File: config.mk
export PLATFORM = sky130hd
export DESIGN_NAME = reg_bus_arbiter
export DESIGN_NICKNAME = d
export VERILOG_FILES = /design/src/rtl/reg_bus_arbiter.sv
export SDC_FILE = /design/constraint.sdc
export NUM_CORES = 1
export LEC_CHECK = 0
export ABC_CLOCK_PERIOD_IN_PS = 3410
export BUFFER_PORTS_ARGS = -buffer_cell sky130_fd_sc_hd__buf_2
export CAP_MARGIN = 15
export CORE_UTILIZATION = 40
export CTS_BUF_LIST = sky130_fd_sc_hd__clkbuf_8
export DETAILED_ROUTE_END_ITERATION = 10
export MAX_ROUTING_LAYER = met4
export PLACE_DENSITY = 0.8
export SLEW_MARGIN = 25
export SYNTH_ARGS = -nofsm -noshare
export SYNTH_HDL_FRONTEND = slang
export SYNTH_SLANG_ARGS = --single-unit
File: constraint.sdc
create_clock -name axi4l_aclk -period 3.41 [get_ports axi4l_aclk]
set_input_delay 0.682 -clock axi4l_aclk [delete_from_list [all_inputs] [get_ports axi4l_aclk]]
set_output_delay 0.682 -clock axi4l_aclk [all_outputs]
set_load 0.01 [all_outputs]
File: src/rtl/reg_bus_arbiter.sv
// Round-robin arbiter sharing one register-bus target among NUM_REQ
// requesters, one transaction outstanding at a time.
// Ports: axi4l_aclk/axi4l_arstn (async, active-high reset);
//   s_reg_* : packed requester side (req/addr/wdata/wren/be in,
//             ack/err per requester, shared rdata out);
//   m_reg_* : single target side; grant : one-hot current owner.
// Optional macro REG_ARB_TIMEOUT_EN adds a downstream ack timeout of
// TIMEOUT_CYCLES that completes with err=1 and rdata=DEADBEEF.
module reg_bus_arbiter #(
    parameter int NUM_REQ        = 2,
    parameter int REG_ADDR_WIDTH = 16,
    parameter int REG_DATA_WIDTH = 32,
    parameter int TIMEOUT_CYCLES = 64
) (
    input  logic                                   axi4l_aclk,
    input  logic                                   axi4l_arstn,
    input  logic [NUM_REQ-1:0]                     s_reg_req,
    input  logic [NUM_REQ*REG_ADDR_WIDTH-1:0]      s_reg_addr,
    input  logic [NUM_REQ*REG_DATA_WIDTH-1:0]      s_reg_wdata,
    input  logic [NUM_REQ-1:0]                     s_reg_wren,
    input  logic [NUM_REQ*(REG_DATA_WIDTH/8)-1:0]  s_reg_be,
    output logic [NUM_REQ-1:0]                     s_reg_ack,
    output logic [NUM_REQ-1:0]                     s_reg_err,
    output logic [REG_DATA_WIDTH-1:0]              s_reg_rdata,
    output logic                                   m_reg_req,
    output logic [REG_ADDR_WIDTH-1:0]              m_reg_addr,
    output logic [REG_DATA_WIDTH-1:0]              m_reg_wdata,
    output logic                                   m_reg_wren,
    output logic [REG_DATA_WIDTH/8-1:0]            m_reg_be,
    input  logic [REG_DATA_WIDTH-1:0]              m_reg_rdata,
    input  logic                                   m_reg_ack,
    input  logic                                   m_reg_err,
    output logic [NUM_REQ-1:0]                     grant
);

    localparam int AW = REG_ADDR_WIDTH;
    localparam int DW = REG_DATA_WIDTH;
    localparam int BW = REG_DATA_WIDTH / 8;
    localparam int IW = $clog2(NUM_REQ);

    generate
        if (NUM_REQ < 2 || NUM_REQ > 8 || (DW % 8) != 0 ||
            TIMEOUT_CYCLES < 2) begin : g_bad_cfg
            $error("reg_bus_arbiter: illegal parameter set");
        end
    endgenerate

    typedef enum logic [1:0] {
        IDLE = 2'd0,
        BUSY = 2'd1,
        RESP = 2'd2
    } state_e;

    state_e            state_q, state_d;
    logic [NUM_REQ-1:0] grant_q, grant_d;
    logic [IW-1:0]     idx_q, idx_d;
    logic [IW-1:0]     ptr_q, ptr_d;
    logic              m_req_q, m_req_d;
    logic [AW-1:0]     m_addr_q, m_addr_d;
    logic [DW-1:0]     m_wdata_q, m_wdata_d;
    logic              m_wren_q, m_wren_d;
    logic [BW-1:0]     m_be_q, m_be_d;
    logic [NUM_REQ-1:0] s_ack_q, s_ack_d;
    logic [NUM_REQ-1:0] s_err_q, s_err_d;
    logic [DW-1:0]     s_rdata_q, s_rdata_d;
    logic              spurious_ack_q, spurious_ack_d;
    logic              spurious_ack;

`ifdef REG_ARB_TIMEOUT_EN
    localparam int CW = $clog2(TIMEOUT_CYCLES + 1);
    localparam logic [DW-1:0] TO_RDATA = DW'(32'hDEAD_BEEF);
    logic [CW-1:0]     cnt_q, cnt_d;
`endif

    // First set request at or after the pointer, wrapping around.
    logic              found;
    logic [IW-1:0]     sel;
    logic [IW:0]       cand;

    always_comb begin
        found = 1'b0;
        sel   = '0;
        cand  = '0;
        for (int i = 0; i < NUM_REQ; i++) begin
            cand = {1'b0, ptr_q} + (IW+1)'(i);
            if (cand >= (IW+1)'(NUM_REQ))
                cand = cand - (IW+1)'(NUM_REQ);
            if (!found && s_reg_req[cand[IW-1:0]]) begin
                found = 1'b1;
                sel   = cand[IW-1:0];
            end
        end
    end

    always_comb begin
        state_d        = state_q;
        grant_d        = grant_q;
        idx_d          = idx_q;
        ptr_d          = ptr_q;
        m_req_d        = m_req_q;
        m_addr_d       = m_addr_q;
        m_wdata_d      = m_wdata_q;
        m_wren_d       = m_wren_q;
        m_be_d         = m_be_q;
        s_ack_d        = s_ack_q;
        s_err_d        = s_err_q;
        s_rdata_d      = s_rdata_q;
        spurious_ack_d = spurious_ack_q;
`ifdef REG_ARB_TIMEOUT_EN
        cnt_d          = cnt_q;
`endif
        unique case (state_q)
            IDLE: begin
                if (m_reg_ack)
                    spurious_ack_d = 1'b1;
                if (found) begin
                    state_d       = BUSY;
                    grant_d       = '0;
                    grant_d[sel]  = 1'b1;
                    idx_d         = sel;
                    m_req_d       = 1'b1;
                    m_addr_d      = s_reg_addr[int'(sel)*AW +: AW];
                    m_wdata_d     = s_reg_wdata[int'(sel)*DW +: DW];
                    m_wren_d      = s_reg_wren[sel];
                    m_be_d        = s_reg_be[int'(sel)*BW +: BW];
`ifdef REG_ARB_TIMEOUT_EN
                    cnt_d         = '0;
`endif
                end
            end
            BUSY: begin
                // A real ack always beats a timeout in the same cycle.
                if (m_reg_ack) begin
                    state_d   = RESP;
                    m_req_d   = 1'b0;
                    s_ack_d   = grant_q;
                    s_err_d   = m_reg_err ? grant_q : '0;
                    s_rdata_d = m_reg_rdata;
                end
`ifdef REG_ARB_TIMEOUT_EN
                else if (cnt_q == CW'(TIMEOUT_CYCLES)) begin
                    state_d   = RESP;
                    m_req_d   = 1'b0;
                    s_ack_d   = grant_q;
                    s_err_d   = grant_q;
                    s_rdata_d = TO_RDATA;
                end else begin
                    cnt_d     = cnt_q + CW'(1);
                end
`endif
            end
            RESP: begin
                if (m_reg_ack)
                    spurious_ack_d = 1'b1;
                state_d = IDLE;
                s_ack_d = '0;
                s_err_d = '0;
                grant_d = '0;
                ptr_d   = (idx_q == IW'(NUM_REQ - 1)) ? '0
                                                      : idx_q + IW'(1);
            end
            default: state_d = IDLE;
        endcase
    end

    always_ff @(posedge axi4l_aclk or posedge axi4l_arstn) begin
        if (axi4l_arstn) begin
            state_q        <= IDLE;
            grant_q        <= '0;
            idx_q          <= '0;
            ptr_q          <= '0;
            m_req_q        <= 1'b0;
            m_addr_q       <= '0;
            m_wdata_q      <= '0;
            m_wren_q       <= 1'b0;
            m_be_q         <= '0;
            s_ack_q        <= '0;
            s_err_q        <= '0;
            s_rdata_q      <= '0;
            spurious_ack_q <= 1'b0;
`ifdef REG_ARB_TIMEOUT_EN
            cnt_q          <= '0;
`endif
        end else begin
            state_q        <= state_d;
            grant_q        <= grant_d;
            idx_q          <= idx_d;
            ptr_q          <= ptr_d;
            m_req_q        <= m_req_d;
            m_addr_q       <= m_addr_d;
            m_wdata_q      <= m_wdata_d;
            m_wren_q       <= m_wren_d;
            m_be_q         <= m_be_d;
            s_ack_q        <= s_ack_d;
            s_err_q        <= s_err_d;
            s_rdata_q      <= s_rdata_d;
            spurious_ack_q <= spurious_ack_d;
`ifdef REG_ARB_TIMEOUT_EN
            cnt_q          <= cnt_d;
`endif
        end
    end

    assign grant        = grant_q;
    assign m_reg_req    = m_req_q;
    assign m_reg_addr   = m_addr_q;
    assign m_reg_wdata  = m_wdata_q;
    assign m_reg_wren   = m_wren_q;
    assign m_reg_be     = m_be_q;
    assign s_reg_ack    = s_ack_q;
    assign s_reg_err    = s_err_q;
    assign s_reg_rdata  = s_rdata_q;
    assign spurious_ack = spurious_ack_q;

`ifndef SYNTHESIS
    // An ignored ack leaves a sticky mark until the next reset.
    spurious_sticky_a : assert property (
        @(posedge axi4l_aclk) disable iff (axi4l_arstn)
        spurious_ack |=> spurious_ack);
`endif

endmodule

==> results.md <==
- Met3 usage: 0.0246
- First-pass GRT wire length: 20500 um
- Synth Area in Compound Gates: 0.359
- Fillers: 1022
- Post-route cell area: 0.00643 mm2
- M2 GR Usage: 0.365
- Peak Freq: 433 MHz
- Worst setup slack after layout: 1.10 ns
- Synth Net Count: 514
- Net count, final: 725
- Clock H-tree levels: 3
- Crit-path most repeated cell: buf_4
- CP Max Fanout: 54
- Count of cell types in the netlist: 32
- Drt drc: 0
- Total Routing Usage GR: 0.211
- Worst Setup End Kind: register
- Inserted Clock Buffers: 9
- Area of the core: 0.0120 mm2
- Largest net degree at the start of global routing: 97
- Avg Cell Area, Syn: 13.4 um2
- DRT iter0 DRCs: 257
- Post-DP HPWL: 9060 um
- Delay of the slowest critical-path stage: 0.63 ns
- Count of final max-slew check failures: 0
- Cell count after synthesis: 370
- M1 GR Usage: 0.242
- Register area: 0.00240 mm2
- Die Width: 113 um
- Crit Path Class: in2reg
- Slowest cell on crit path: buf_4
- Max VDD drop: 0.361 mV
- Hold_ws: 0.374 ns
- Wire per inst: 18.0 um
- Count of boundary I/O pins: 236
- Cell Area, Placed: 0.00618 mm2
- IO buf count: 235
- Reg2Reg Setup Slack: 1.42 ns
- Number of setup violations in the final report: 0
- Vias in the first global route: 4152
- Pwr Density: 922 mW/mm2
- Crit Reg-Reg Endpoint: grant[1]$_DFFE_PP0P_
- Multi-input logic area: 0.00225 mm2
- Hold buffers post-CTS: 0
- Worst Clk Skew: 0.0131 ns
- GR peak layer: met2
- FF-to-FF path depth: 4
- Xor/xnor share of the synthesized area: 0
- Max cap viols: 0
- Period utilisation layout: 0.677
- Initial Util: 0.412
- GRT Residual Overflow: 0
- Antenna Nets Post-Route: 0
- CTS resizes: 0
- RSZ-0062 raised after global routing: false
- Leakage: 2.82 nW
- Combinational family with the most area after synthesis: compound AO/OA/AOI/OAI gates
- CP Launch Point: s_reg_req[1]
- Share of post-route cells with drive strength above 1: 0.643
- Initial antenna violation count: 0
- Max clock buf depth: 2
- Yosys Warn Count: 0
- Root Driver: clkbuf_8
- Max-slew headroom: 0.435
- Row count: 40
- Crit path required time: 3.67 ns
- Postcts setup bufs: 0
- Place WS: 0.729 ns
- Critical Path Sink: m_reg_wdata[10]$_DFFE_PP0P_
- Least-Margin Pin Slew: 0.847 ns
- Layout overhead on the synthesized area: 30.1%
- Routed vias: 4130
- CP Cell Sequence: buf_2 -> buf_4 -> inv_1 -> buf_4 -> o21ai_0 -> a2bb2oi_2
- Post-synthesis cell area: 0.00494 mm2
- Reg-to-reg critical path startpoint: state_q[0]$_DFFE_PP0P_
- Post-synthesis register bit count: 96
- Arr. time, crit path: 2.57 ns
- Hold Violations, Final: 0
- Post-synthesis adder-cell area fraction: 0
- Ant diodes: 0
- Drt pass-1 iters: 6
- Outcome: finished clean
- Post-synthesis mux area share: 0.0729
- CTS Sinks: 96
- Routability cong.: 0.796
- Worst Hold Class: in2async
- Seq/Total Area, Yosys: 0.486
- Die Height: 113 um
- CTS tree: built
- Clock latency on the worst-skew pair: 0.37 ns
- Critical Path Start Type: input port
- Via-to-Cell Ratio: 5.63
- Final min period: 2.31 ns
- Die Area: 0.0128 mm2
- Setup tns final: 0 ns
- Worst-path clk slew: 0.10 ns
- DRT Wirelength: 13200 um
- Synth Area in Simple Gates: 0.0175
[worst min-delay path by stage]
stage                                       end               from  cells after the start
floorplan                     ptr_q$_DFFE_PP0P_  idx_q$_DFFE_PP0P_                      1
global placement              ptr_q$_DFFE_PP0P_  idx_q$_DFFE_PP0P_                      1
detailed placement            ptr_q$_DFFE_PP0P_  idx_q$_DFFE_PP0P_                      1
CTS                 s_reg_rdata[20]$_DFFE_PP0P_        axi4l_arstn                      3
global route           s_reg_err[1]$_DFFE_PP0P_        axi4l_arstn                      3
finish              s_reg_rdata[14]$_DFFE_PP0P_        axi4l_arstn                      3
[flip-flops by register name, summed over array words and instances (netlist names), 2 cells and up]
| signal | count |
|---|---|
| s_reg_ack | 2 |
| m_reg_be | 4 |
| m_reg_wdata | 32 |
| s_reg_err | 2 |
| m_reg_addr | 16 |
| s_reg_rdata | 32 |
| state_q | 2 |
| grant | 2 |
[routing by layer]
layer	routed length [um]	up-vias
met4	314	0
met3	598	24
met2	6960	172
met5	0	-
li1	-	1876
met1	5310	2058
[cells in the final DEF (no fill, tap or decap), types with 6 or more instances in the layout]
cell type | netlist | final
buf_2 | 16 | 235
dfrtp_1 | 96 | 96
o21ai_0 | 49 | 49
a2bb2oi_2 | 38 | 38
a311oi_2 | 37 | 37
mux2_2 | 32 | 32
a311oi_1 | 16 | 16
a2bb2oi_1 | 15 | 15
o21ai_1 | 9 | 9
clkbuf_8 | 0 | 9
buf_4 | 4 | 7
inv_1 | 7 | 6
[report_power, final]
part / total, mW / switching (mW) / internal (mW)
logic: 2.92 / 1.40 / 1.52
clock network: 0.925 / 0.429 / 0.496
registers: 2.08 / 0.371 / 1.71
[per-stage QoR]
stage | power (mW) | instances | utilization
6_report | 5.93 | 733 | 0.536
5_1_grt | 6.27 | 733 | 0.536
4_1_cts | 5.99 | 733 | 0.536
3_5_place_dp | 5.05 | 717 | 0.515
3_3_place_gp | 4.88 | 715 | 0.510
2_1_floorplan | 4.12 | 370 | -
[area by class of cell]
| class | instances | area share |
|---|---|---|
| flip-flops and latches | 96 | 0.373 |
| clock buffers | 9 | 0.0193 |
| well taps | 147 | 0.0286 |
| inverters | 7 | 0.00447 |
| repair buffers | 246 | 0.206 |
| clock inverters | 7 | 0.0193 |
| multi-input cells | 221 | 0.349 |
[synthesized netlist by cell type (all sizes together)]
master | count | share of area
nand2 | 2 | 0.0015
nor2b | 3 | 0.0038
nand2b | 2 | 0.0025
nand4 | 2 | 0.0025
mux2 | 32 | 0.073
nor2 | 2 | 0.0020
a31oi | 2 | 0.0025
a21o | 1 | 0.0015
a311oi | 53 | 0.14
a31o | 1 | 0.0018
or2 | 1 | 0.0018
clkbuf | 15 | 0.013
a21boi | 2 | 0.0030
o21ai | 58 | 0.059
buf | 31 | 0.046
a2bb2oi | 53 | 0.14
o211a | 1 | 0.0020
dfrtp | 96 | 0.49
a22o | 2 | 0.0035
o2bb2ai | 2 | 0.0035
or3 | 1 | 0.0013
inv | 7 | 0.0053
nand3 | 1 | 0.0020
[critical path: cells and delay by family]
family,cells,cell delay (ns)
AO/OA/AOI/OAI,2,0.37
buffers and inverters,4,1.49
[logic make-up after synthesis]
logic type | Yosys count
buf+inv | 53
mux | 32
simple gates | 14
flops | 96
compound gates | 175
Note: power is estimated with default switching activity, not from simulation.
